File: config.mk
export PLATFORM = sky130hd
export DESIGN_NAME = flag_unit
export DESIGN_NICKNAME = d
export VERILOG_FILES = /design/src/rtl/wisc_pkg.sv /design/src/rtl/flag_wr_dec.sv /design/src/rtl/flag_unit.sv
export SDC_FILE = /design/constraint.sdc
export NUM_CORES = 1
export LEC_CHECK = 0
export CORE_ASPECT_RATIO = 0.8
export CORE_MARGIN = 2
export CORE_UTILIZATION = 45
export DETAILED_ROUTE_END_ITERATION = 10
export HOLD_SLACK_MARGIN = 0.06
export PLACE_DENSITY_LB_ADDON = 0.2
export SLEW_MARGIN = 10
export SYNTH_ARGS = -nofsm -noshare
export SYNTH_HDL_FRONTEND = slang
export SYNTH_SLANG_ARGS = --single-unit
File: constraint.sdc
create_clock -name clk -period 3.3 [get_ports clk]
set_clock_uncertainty 0.15 [all_clocks]
set_input_delay 0.66 -clock clk [delete_from_list [all_inputs] [get_ports clk]]
set_output_delay 0.66 -clock clk [all_outputs]
set_load 0.1 [all_outputs]
File: src/rtl/wisc_pkg.sv
// Shared WISC-F18 pipeline constants: opcodes, branch condition codes and flag layout.
package wisc_pkg;

    localparam int unsigned OP_W   = 4;
    localparam int unsigned COND_W = 3;
    localparam int unsigned FLAG_W = 3;

    localparam logic [OP_W-1:0] OP_ADD    = 4'b0000;
    localparam logic [OP_W-1:0] OP_SUB    = 4'b0001;
    localparam logic [OP_W-1:0] OP_XOR    = 4'b0010;
    localparam logic [OP_W-1:0] OP_RED    = 4'b0011;
    localparam logic [OP_W-1:0] OP_SLL    = 4'b0100;
    localparam logic [OP_W-1:0] OP_SRA    = 4'b0101;
    localparam logic [OP_W-1:0] OP_ROR    = 4'b0110;
    localparam logic [OP_W-1:0] OP_PADDSB = 4'b0111;
    localparam logic [OP_W-1:0] OP_LW     = 4'b1000;
    localparam logic [OP_W-1:0] OP_SW     = 4'b1001;
    localparam logic [OP_W-1:0] OP_LLB    = 4'b1010;
    localparam logic [OP_W-1:0] OP_LHB    = 4'b1011;
    localparam logic [OP_W-1:0] OP_B      = 4'b1100;
    localparam logic [OP_W-1:0] OP_BR     = 4'b1101;
    localparam logic [OP_W-1:0] OP_PCS    = 4'b1110;
    localparam logic [OP_W-1:0] OP_HLT    = 4'b1111;

    localparam logic [COND_W-1:0] COND_NE  = 3'b000;
    localparam logic [COND_W-1:0] COND_EQ  = 3'b001;
    localparam logic [COND_W-1:0] COND_GT  = 3'b010;
    localparam logic [COND_W-1:0] COND_LT  = 3'b011;
    localparam logic [COND_W-1:0] COND_GTE = 3'b100;
    localparam logic [COND_W-1:0] COND_LTE = 3'b101;
    localparam logic [COND_W-1:0] COND_OVF = 3'b110;
    localparam logic [COND_W-1:0] COND_UNC = 3'b111;

    localparam int unsigned FLAG_Z = 2;
    localparam int unsigned FLAG_V = 1;
    localparam int unsigned FLAG_N = 0;

    typedef logic [FLAG_W-1:0] flags_t;

endpackage

File: src/rtl/flag_wr_dec.sv
// Opcode to {Z,V,N} flag write-mask decoder; an all-zero mask means the opcode writes no flags.
module flag_wr_dec
    import wisc_pkg::*;
(
    input  logic [OP_W-1:0] opcode,
    output flags_t          wr_mask_c
);

    always_comb begin
        wr_mask_c = '0;
        case (opcode)
            OP_ADD, OP_SUB: begin
                wr_mask_c[FLAG_Z] = 1'b1;
                wr_mask_c[FLAG_V] = 1'b1;
                wr_mask_c[FLAG_N] = 1'b1;
            end
            OP_XOR, OP_SLL, OP_SRA, OP_ROR: begin
                wr_mask_c[FLAG_Z] = 1'b1;
            end
            default: wr_mask_c = '0;
        endcase
    end

endmodule

File: src/rtl/flag_unit.sv
// Architectural Z/V/N flag register with EX-stage commit and ID-stage branch hazard stall.
// Build option FLAG_FWD_EN: forward EX flags combinationally onto F and never stall.
module flag_unit
    import wisc_pkg::*;
#(
    parameter int unsigned CNT_W = 16
)
(
    input  logic                clk,
    input  logic                rst_n,
    input  logic                ex_valid,
    input  logic                ex_hold,
    input  logic [OP_W-1:0]     ex_opcode,
    input  logic                alu_z,
    input  logic                alu_v,
    input  logic                alu_n,
    input  logic                id_valid,
    input  logic [OP_W-1:0]     id_opcode,
    input  logic [COND_W-1:0]   id_cond,
    output flags_t              F,
    output logic                flag_stall,
    output logic [CNT_W-1:0]    stall_cnt
);

    flags_t wr_mask_c;
    flags_t alu_flags_c;
    flags_t merged_c;
    flags_t flag_q;
    logic   writer_c;
    logic   commit_c;
    logic   cond_br_c;
    logic   hazard_c;

    flag_wr_dec u_ex_dec (
        .opcode    (ex_opcode),
        .wr_mask_c (wr_mask_c)
    );

    assign alu_flags_c = {alu_z, alu_v, alu_n};
    assign writer_c    = |wr_mask_c;
    assign commit_c    = ex_valid && !ex_hold && writer_c;
    assign merged_c    = (flag_q & ~wr_mask_c) | (alu_flags_c & wr_mask_c);

    // Hazard ignores ex_hold: a held writer still owes the branch its flags.
    assign cond_br_c = id_valid && ((id_opcode == OP_B) || (id_opcode == OP_BR))
                       && (id_cond != COND_UNC);
    assign hazard_c  = cond_br_c && ex_valid && writer_c;

    always_ff @(posedge clk or negedge rst_n) begin
        if (!rst_n) begin
            flag_q <= '0;
        end else if (commit_c) begin
            flag_q <= merged_c;
        end
    end

`ifdef FLAG_FWD_EN
    logic unused_hazard;
    assign unused_hazard = hazard_c;
    assign F             = (ex_valid && writer_c) ? merged_c : flag_q;
    assign flag_stall    = 1'b0;
`else
    assign F          = flag_q;
    assign flag_stall = hazard_c;
`endif

    // Saturating stall-cycle counter.
    always_ff @(posedge clk or negedge rst_n) begin
        if (!rst_n) begin
            stall_cnt <= '0;
        end else if (flag_stall && (stall_cnt != {CNT_W{1'b1}})) begin
            stall_cnt <= stall_cnt + CNT_W'(1);
        end
    end

endmodule

; ---- After elaboration in Yosys (flattened, before gate mapping)
; Cells that the tools add are included.
[op_classes]
add_sub_neg = 1
mul = 0
n_div = 0
magnitude_cmp = 0
eq_ne = 9
shifts = 0
muxes = 2
bitwise = 4
n_reduce_logical = 13
[op_table]
columns = cell, n
row1 = $add 16x1->16 const B, 1
row2 = $ne 16x16->1 const B, 1
row3 = $eq 4x3->1 const B, 3
row4 = $eq 4x4->1 const B, 2
row5 = $logic_and 1x1->1, 7
row6 = $and 3x3->3, 2
row7 = $reduce_or 6->1, 1
row8 = $eq 4x1->1 const B, 1
row9 = $eq 4x2->1 const B, 1
row10 = $logic_not 4->1, 1
row11 = $ne 3x3->1 const B, 1
row12 = $not 3->3, 1
row13 = $or 3x3->3, 1
row14 = $reduce_or 3->1, 1
row15 = $mux 2, 1
row16 = $reduce_or 2->1, 1
row17 = $logic_not 1->1, 1
row18 = $logic_or 1x1->1, 1
row19 = $mux 1, 1
[word_totals]
regBits = 19
latch_bits = 0
ram_bits = 0
romBits = 0
in_bits = 19
out_inout_bits = 20
elab_cells = 31
memories = 0

; ---- Depth between registers and ports, before layout
[depth]
depth_word = 7
depth_mapped = 6
depth_no_buf = 5

; ---- Modules after synthesis
; From an unflattened synthesis, not the netlist that was laid out.
[unflattened]
cells_unflattened = 86
hier_area_um2 = 939.7
[by_module_without_submodules]
columns = module, instances, cells_per_inst, area_per_inst_um2, seq_area_each_um2
row1 = flag_unit, 1, 83, 917.1, 475.5
row2 = flag_wr_dec, 1, 3, 22.5, 0.0

; ---- Worst setup path after synthesis
; Ideal clock, no wire load.
[synth_path]
path_type = in2out
start = input ex_opcode[3]
end = output flag_stall
t_arrival_ns = 2.016
t_required_ns = 2.490
path_slack_ns = 0.474
path_stages = 4
path_buffers = 1
path_cell_list = nand2b_4 > a2111o_1 > buf_6 > inv_1
[synth_between]
elab_chain_len = 5
word_cells_on_any_way = 12
classes_between = eq/ne: 5 / mux: 2 / reduce/logical: 5
[synth_lines]
columns = element, line_no
row1 = start: declaration, flag_unit.sv:13  ; input logic [OP_W-1:0] ex_opcode,
row2 = "$eq 4x1->1, or another cell as far along", flag_wr_dec.sv:11  ; case (opcode)
row3 = $reduce_or 6->1 (no source line) or $reduce_or 2->1 (tied branches), n/a
row4 = $mux 1 or $mux 2 (tied branches), flag_wr_dec.sv:11
row5 = $reduce_or 3->1 (*), flag_unit.sv:40  ; assign writer_c = |wr_mask_c;
row6 = $logic_and 1x1->1 (*), flag_unit.sv:47  ; assign hazard_c = cond_br_c && ex_valid && writer_c;
row7 = end: declaration, flag_unit.sv:21  ; output logic flag_stall,
; Mark *: on every way between the ends. The rest lies on a longest branch, timed or not.

; ---- Final worst setup path
[layout_path]
start = input ex_valid
end = output flag_stall
[layout_between]
elab_chain_len = 2
[layout_lines]
columns = element, line_no
row1 = start: declaration, flag_unit.sv:11  ; input logic ex_valid,
row2 = $logic_and 1x1->1 (2 in series), flag_unit.sv:47
; Every way passes these cells.

==> impl_metrics.ini <==
[sta]
fin_setup_tns_ns = 0
drv_slew = 0
slew_headroom_pct = 44.7
final_hold_viol_count = 0
fin_crit_ns = 2.88
rsz0062_at_grt = no
fmaxAchievable_mhz = 347
worst_pin_slew_ns = 0.827
min_period_over_period_pct = 87.4
hold_slack_ns = 0.365
finalSetupViolCount = 0

[global_routing]
grt_usage_pct = 19.9
grt_max_degree = 20
gr-total-overflow = 0
grt_pass1_wl_mm = 3.79
antenna_found_initial = 0
grt_pass1_vias = 796

[finish]
drive_gt1_share_pct = 31.2
final_common_cell = buf_4
syn_to_final_growth_pct = 40.2
final_util_pct = 65.3
diodes = 0
final_cell_mix = 21 x buf_4, 19 x dfrtp_1, 17 x clkdlybuf4s50_1
final_net_count = 146
stdcell_area_um2 = 1380

[drt]
dr.first_iter.drc_count = 8
drc_errors = 0
totalWireLength_mm = 2.19
viasPerCell = 5.54
wire_per_inst_um = 14.6
vias = 831
final_antenna_net_count = 0
dr.pass1.iters = 4

[clock_tree]
path_clk_slew_ns = 0.10
cts_buffers = 3
htreeDepth = 1
post_cts_buffers = 0
cts_tree = built
cts.sinks = 19
ctsHoldBuffers = 0
cts-resized-gates = 0
cts-root-buf = clkbuf_4
clockBufferDepth = 2
clock_latency_ns = 0.31

[worst_setup_path]
critPathMaxFanout = 6
cp.required_ns = 2.49
critPathKind = input pin to output pin
crit_path_end_kind = output pin
cp.arrival_ns = 2.07
startpoint_type = input pin

[floorplan]
dieArea_um2 = 2590
core_area_um2 = 2120
rows = 15
start_util_pct = 46.5
io_pins = 39
die_y_um = 45.9
die_x_um = 56.4

[synth]
synth-seq-cells = 19
yosysSeqAreaShare_pct = 48.2
syn_area_um2 = 987
synth_flop_cell = dfrtp_1
async_flop_share_pct = 100
ys_types = 24
synth_area_per_cell_um2 = 11.8
synth_fp_nets = 104
ys_warn_count = 0
netlist_instances = 84
synth_edf_count = 0

[pwr]
power.leakage_nw = 0.666
p_per_area_nw_per_um2 = 419
vdd_drop_max_v = 0.000335

[hold_path]
hp-class = register to register

[status]
status = completed

[placement]
hpwl_mm = 1.66
place_congestion = 0.781
port_buffers = 37
placed_area_um2 = 1360

[run]
max_cap_viol_count = 0
## logic make-up (layout without fill, tap and decap cells)
| kind of cell | after synthesis | count (layout) | share of synthesized area, % |
|---|---|---|---|
| fa+ha+maj | 1 | 1 | 1.27 |
| xor+xnor | 14 | 14 | 12.4 |
| flops | 19 | 19 | 48.2 |
| mux | 5 | 5 | 5.70 |
| buf+inv | 3 | 44 | 2.03 |
| simple gates | 39 | 39 | 28.0 |
| compound gates | 3 | 3 | 2.41 |
## final cells by class
type | count | area [um^2]
Multi-Input combinational cell | 62 | 498
Fill cell | 186 | 737
Inverter | 1 | 3.75
Sequential cell | 19 | 475
Clock inverter | 1 | 5.00
Clock buffer | 3 | 22.5
Tap cell | 25 | 31.3
Timing Repair Buffer | 39 | 348
## worst max-delay path: stages
cell             delay [ns]
clkdlybuf4s50_1        0.51
nand2b_4               0.07
a2111o_1               0.51
inv_1                  0.14
buf_12                 0.18
## metrics by stage
step	instances	total power [mW]	setup slack [ns]
finish	150	0.580	0.417
CTS	150	0.588	0.409
floorplan	84	0.407	0.474
global placement	146	0.464	0.425
detailed placement	146	0.467	0.416
global route	150	0.608	0.371
## synth_stat cells (all sizes together), types with 2 or more instances
cell type	count	area [um^2]
dfrtp	19	475
xor2	14	123
nor4	12	113
nand4	6	37.5
mux2	5	56.3
nand3	5	25.0
nand2	4	15.0
and4	2	17.5
buf	2	16.3
nor2	2	7.51
nor3	2	10.0
## final timing paths
path | start | endpoint | slack (ns) | depth (start not counted)
max in group asynchronous | rst_n | stall_cnt[12] | 1.82 | 1
min | register | register | 0.37 | 1
min in group asynchronous | rst_n | stall_cnt[5] | 0.67 | 1
max reg2reg | stall_cnt[0] | stall_cnt[1] | 1.18 | 6
min reg2reg | register | register | 0.37 | 1
max | ex_valid | flag_stall | 0.42 | 5
## power breakdown
part	internal (mW)	switching (mW)
sequential	0.249	0.0158
combinational	0.0527	0.144
clock	0.0453	0.0733
## metal layers
metal | wire (um) | track usage (%) | vias to the layer above | share of wire (%)
met1 | 982 | 23.9 | 409 | 45
met2 | 1080 | 33.6 | 15 | 49
met3 | 88 | 6.25 | 5 | 4.0
li1 | - | - | 402 | -
met4 | 41 | 8.57 | 0 | 1.9
met5 | 0 | 0 | - | 0
Power figures use the tool's default switching activity.
